--- src/rtl/uop_sequencer.sv ---
// Micro-op sequencer: queues decoded bundles and issues one uop per cycle.
// Optional same-cycle issue of lone uop_0 bundles: define UOP_SEQ_BYPASS_EN.
module uop_sequencer #(
  parameter int DEPTH = 4,
  parameter int UOP_W = 20
) (
  input  logic                     clk,
  input  logic                     a_rst,
  input  logic                     in_valid,
  output logic                     in_ready,
  input  logic [UOP_W-1:0]         in_uop_0,
  input  logic [UOP_W-1:0]         in_uop_1,
  input  logic [UOP_W-1:0]         in_uop_2,
  input  logic [1:0]               in_uop_count,
  input  logic                     hold,
  input  logic                     flush,
  output logic                     exec_valid,
  input  logic                     exec_ready,
  output logic [UOP_W-1:0]         exec_uop,
  output logic                     exec_last,
  output logic [$clog2(DEPTH):0]   occupancy,
  output logic                     busy
);

  localparam int AW = $clog2(DEPTH);
  localparam int OW = AW + 1;

  logic [UOP_W-1:0] uop0_q [DEPTH];
  logic [UOP_W-1:0] uop1_q [DEPTH];
  logic [UOP_W-1:0] uop2_q [DEPTH];
  logic [1:0]       cnt_q  [DEPTH];

  logic [AW-1:0] wr_ptr_q, wr_ptr_d;
  logic [AW-1:0] rd_ptr_q, rd_ptr_d;
  logic [OW-1:0] occ_q, occ_d;
  logic [1:0]    idx_q, idx_d;

  logic [AW-1:0]    rd_next;
  logic [UOP_W-1:0] head_uop;
  logic             byp, push, offer, xfer, pop;

  function automatic logic [1:0] clamp(input logic [1:0] c);
    return (c == 2'd3) ? 2'd2 : c;
  endfunction

  always_comb begin
    in_ready = (occ_q != OW'(DEPTH)) & ~flush;
    byp = 1'b0;
`ifdef UOP_SEQ_BYPASS_EN
    byp = (occ_q == '0) & in_valid & (in_uop_count == 2'd0)
        & ~hold & ~flush & exec_ready;
`endif
    push  = in_valid & in_ready & ~byp;
    offer = (occ_q != '0) & ~hold & ~flush;

    head_uop = '0;
    unique case (1'b1)
      (idx_q == 2'd0): head_uop = uop0_q[rd_ptr_q];
      (idx_q == 2'd1): head_uop = uop1_q[rd_ptr_q];
      default:         head_uop = uop2_q[rd_ptr_q];
    endcase

    exec_valid = offer;
    exec_uop   = offer ? head_uop : '0;
    exec_last  = offer & (idx_q == 2'd0);
    if (byp) begin
      exec_valid = 1'b1;
      exec_uop   = in_uop_0;
      exec_last  = 1'b1;
    end

    xfer    = offer & exec_ready;
    pop     = xfer & (idx_q == 2'd0);
    rd_next = rd_ptr_q + AW'(1);

    wr_ptr_d = wr_ptr_q;
    rd_ptr_d = rd_ptr_q;
    occ_d    = occ_q;
    idx_d    = idx_q;

    if (flush) begin
      wr_ptr_d = '0;
      rd_ptr_d = '0;
      occ_d    = '0;
      idx_d    = '0;
    end else begin
      if (push) wr_ptr_d = wr_ptr_q + AW'(1);
      if (pop)  rd_ptr_d = rd_next;
      occ_d = occ_q + OW'(push) - OW'(pop);
      // A pop that empties the queue hands the head to a same-cycle push
      if (pop) begin
        if (occ_q > OW'(1))
          idx_d = clamp(cnt_q[rd_next]);
        else if (push)
          idx_d = clamp(in_uop_count);
        else
          idx_d = '0;
      end else if (xfer) begin
        idx_d = idx_q - 2'd1;
      end else if (push && occ_q == '0) begin
        idx_d = clamp(in_uop_count);
      end
    end

    occupancy = occ_q;
    busy      = (occ_q != '0);
  end

  always_ff @(posedge clk) begin
    if (a_rst) begin
      wr_ptr_q <= '0;
      rd_ptr_q <= '0;
      occ_q    <= '0;
      idx_q    <= '0;
    end else begin
      wr_ptr_q <= wr_ptr_d;
      rd_ptr_q <= rd_ptr_d;
      occ_q    <= occ_d;
      idx_q    <= idx_d;
    end
  end

  always_ff @(posedge clk) begin
    if (!a_rst && push) begin
      uop0_q[wr_ptr_q] <= in_uop_0;
      uop1_q[wr_ptr_q] <= in_uop_1;
      uop2_q[wr_ptr_q] <= in_uop_2;
      cnt_q[wr_ptr_q]  <= in_uop_count;
    end
  end

endmodule

--- config.mk ---
export PLATFORM = sky130hd
export DESIGN_NAME = uop_sequencer
export DESIGN_NICKNAME = d
export VERILOG_FILES = /design/src/rtl/uop_sequencer.sv
export SDC_FILE = /design/constraint.sdc
export NUM_CORES = 1
export LEC_CHECK = 0
export ABC_AREA = 0
export CAP_MARGIN = 20
export CORE_ASPECT_RATIO = 0.6
export CORE_UTILIZATION = 34
export DETAILED_ROUTE_END_ITERATION = 6
export GPL_TIMING_DRIVEN = 0
export PLACE_DENSITY = 0.62
export SYNTH_ARGS = -nofsm -noshare
export SYNTH_HDL_FRONTEND = slang
export SYNTH_SLANG_ARGS = --single-unit
--- constraint.sdc ---
create_clock -name clk -period 5.9 [get_ports clk]
set_input_delay 0.885 -clock clk [delete_from_list [all_inputs] [get_ports clk]]
set_output_delay 0.885 -clock clk [all_outputs]
set_load 0.01 [all_outputs]
==> out/metrics.json <==
{
  "status": {
    "status": "finished, final reports clean"
  },
  "critical_path": {
    "critPathArrivalTime_ns": 3.12,
    "critical_path.slowest_cell": "clkdlybuf4s50_1",
    "worstPathMaxFanout": 10,
    "timing.critical_path.cells": "clkdlybuf4s50_1, or3_1, clkbuf_1, a21oi_1, clkdlybuf4s50_1",
    "crit_path_max_incr_delay_ns": 0.59,
    "crit_path_class": "in2out",
    "worstPathBufferInverterCount": 3,
    "end_kind": "primary output",
    "worst_ep_required_time_ns": 5.02,
    "crit_top_cell": "clkdlybuf4s50_1",
    "cp_top_delay_family": "buffers and inverters",
    "worst_setup_path_start_kind": "primary input",
    "r2r_setup_slack_ns": 3.47
  },
  "finish": {
    "areaGrowthSynthToFinish_pct": 23.5,
    "fin_nets": 683,
    "drive_gt1_share_pct": 20.4,
    "fillCellCount": 2473
  },
  "die": {
    "initial_utilization_pct": 34.8,
    "die-height_um": 135,
    "row_count": 48,
    "core_area_um2": 28900,
    "fp.dieArea_um2": 30300,
    "io_pins": 95,
    "die_w_um": 224
  },
  "placed_design": {
    "port_buffers": 94,
    "pre_cts_ws_ns": 1.88,
    "detailed_placer_s_ending_hpwl_um": 14100,
    "gp_routability_congestion": 0.764
  },
  "timing": {
    "final_hold_viol_count": 0,
    "fin_crit_sh_pct": 67.9,
    "rsz0062_at_grt": "no",
    "final_setup_violation_count": 0,
    "maxSlewViolCount": 0,
    "worst_clock_skew_ns": 0.0163,
    "timing.setup.tns_ns": 0,
    "setup_slack_ns": 1.89,
    "maximum_clock_frequency_mhz": 250,
    "worstMarginPinSlew_ns": 0.805,
    "maxSlewHeadroom_pct": 46.3,
    "fin_crit_ns": 4.01
  },
  "logic_synthesis": {
    "synth-edff-count": 248,
    "netlist_area_um2": 10100,
    "post_synth_inst_count": 480,
    "netlist_top_cells_area": "edfxtp_1 74%, mux4_2 14%, dfxtp_1 2.2%",
    "synth.net_count": 558,
    "synth.top_cell.area_share_pct": 74.0,
    "synthFlopType": "edfxtp_1",
    "synth_async_sr_flop_share_pct": 0,
    "synth_cell_type_count": 39,
    "syn-mean-instance-area_um2": 21.0,
    "yosys_warnings": 0,
    "synth-seq-area-share_pct": 76.2,
    "synth_top_cell_by_area": "edfxtp_1",
    "number_of_synthesized_register_bits": 259
  },
  "route": {
    "vias_after_detailed_routing": 4950,
    "avgRoutedWirePerCell_um": 20.6,
    "postRouteWirelength_um": 21100,
    "firstDrtPassIters": 4,
    "detail-route-antenna-nets": 0,
    "wl_met1_um": 9530,
    "drt_iter0_markers": 427,
    "drc": 0,
    "routed.top_layer": "met5",
    "detail_routed_via_count_per_cell": 4.83,
    "met2_length_um": 9900,
    "route.met3.wl_um": 1260
  },
  "run": {
    "drv.max_cap_violation_count": 0
  },
  "cts": {
    "post_cts_repair_setup_buffers": 0,
    "tritoncts.num_buffers": 25,
    "post_cts_resize_count": 0,
    "cts.sink_count": 259,
    "clkLatencyLatePin_ns": 0.52,
    "clockBufferDepth": 3,
    "clkSlewWorstSetupHoldPaths_ns": 0.06,
    "cts_tree": "done",
    "clock_tree.htree_level_count": 1,
    "ctsHoldBuffers": 0,
    "cts_root_buf": "clkbuf_16"
  },
  "global_routing": {
    "grt_first_pass_wirelength_um": 32100,
    "number_of_global_route_vias_before_repair": 5323,
    "grt-ovfl-total": 0,
    "grt_max_degree": 41,
    "grt_util_all_layers_pct": 14.2,
    "grt_antenna_before_repair": 4
  },
  "pwr": {
    "pwr_density_cell_nw_per_um2": 301,
    "power_leakage_nw": 3.86,
    "vdd_drop_max_mv": 0.175
  },
  "worst_hold_path": {
    "hold_path.class": "reg2reg"
  }
}
==> layout by cell type, fill, tap and decap left out, types with 2 or more instances in the layout <==
master / netlist / final
clkbuf_16: 0 / 25
clkinv_1: 0 / 6
xor2_1: 3 / 3
inv_6: 0 / 2
buf_1: 2 / 2
inv_1: 10 / 10
nand2_1: 24 / 24
dfxtp_1: 11 / 11
a22oi_1: 20 / 20
a21oi_1: 23 / 23
clkinv_2: 0 / 3
and2_4: 0 / 4
buf_6: 3 / 3
ha_1: 9 / 9
buf_4: 4 / 4
nand3_1: 2 / 2
buf_16: 0 / 4
mux4_2: 62 / 62
nor2b_1: 3 / 3
clkdlybuf4s50_1: 0 / 94
edfxtp_1: 248 / 248
diode_2: 0 / 3
bufinv_16: 0 / 3
nand2b_1: 2 / 2
and2_1: 7 / 3
inv_2: 3 / 3
buf_2: 7 / 7
clkbuf_1: 8 / 12
nor2_1: 10 / 10
==> synth_stat cells (2+ instances only) <==
master / n
xor2_1: 3
nor2b_1: 3
dfxtp_1: 11
mux4_2: 62
buf_6: 3
buf_4: 4
a22oi_1: 20
nor2_1: 10
nand2b_1: 2
and2_1: 7
buf_1: 2
nand2_1: 24
inv_1: 10
nand3_1: 2
inv_2: 3
a21oi_1: 23
edfxtp_1: 248
clkbuf_1: 8
buf_2: 7
ha_1: 9
==> logic make-up after synthesis <==
kind of cell	Yosys count	synth area share (%)
compound gates	53	3.76
xor+xnor	4	0.348
fa+ha+maj	10	1.32
buf+inv	37	1.84
flops	259	76.2
mux	62	13.9
simple gates	55	2.62
==> metrics by stage <==
stage / cell area, um^2 / util (%) / cells / power [mW] / hold slack [ns]
floorplan: 10100 / - / 480 / 2.12 / 0.459
global placement: 11500 / 39.8 / 974 / 2.21 / 0.484
detailed placement: 11600 / 40.2 / 978 / 2.22 / 0.494
CTS: 12400 / 43.0 / 1022 / 3.77 / 0.508
global route: 12400 / 43.0 / 1022 / 3.86 / 0.550
finish: 12400 / 43.0 / 1025 / 3.73 / 0.503
==> final timing paths <==
| kind | from | endpoint | depth (start not counted) |
|---|---|---|---|
| setup reg to reg | occupancy[1]$_SDFF_PP0_ | uop1_q[2][18]$_DFFE_PP_ | 6 |
| setup / recovery | flush | exec_uop[13] | 5 |
| hold reg to reg | idx_q[1]$_SDFFE_PP0P_ | idx_q[1]$_SDFFE_PP0P_ | 2 |
| hold / removal | idx_q[1]$_SDFFE_PP0P_ | idx_q[1]$_SDFFE_PP0P_ | 2 |
==> registers in the layout, indices dropped and copies added (netlist names), named ones only <==
signal	flops
cnt_q	8
idx_q	2
occupancy	3
rd_ptr_q	2
uop0_q	80
uop1_q	80
uop2_q	80
wr_ptr_q	2
==> worst min-delay path, delay by kind of cell (launching register included) <==
kind / cells / cell delay [ns]
buf+inv: 1 / 0.07
compound gates: 1 / 0.09
flops: 1 / 0.30
==> area by class of cell <==
type                    count  area (um^2)  area share [%]
diodes                      3         7.51          0.0604
plain buffers              24          136            1.10
clock buffers              29          641            5.16
clock inverters            15          153            1.23
inverters                  13         48.8           0.393
multi-input cells         184         2220            17.8
flip-flops and latches    259         7670            61.7
well taps                 400          500            4.03
repair buffers             98         1050            8.46
==> routing by layer <==
metal  up-vias  global-route usage, %
met5         -                      0
met4         2                   3.58
met3        34                   3.32
met2       128                   22.2
met1      2560                   20.1
li1       2226                      -
==> report_power, final <==
group	internal (mW)	switching, mW
clock network	0.907	0.652
registers	2.03	0.00532
logic	0.0714	0.0662
No activity file was read; power rests on OpenSTA's default activity.
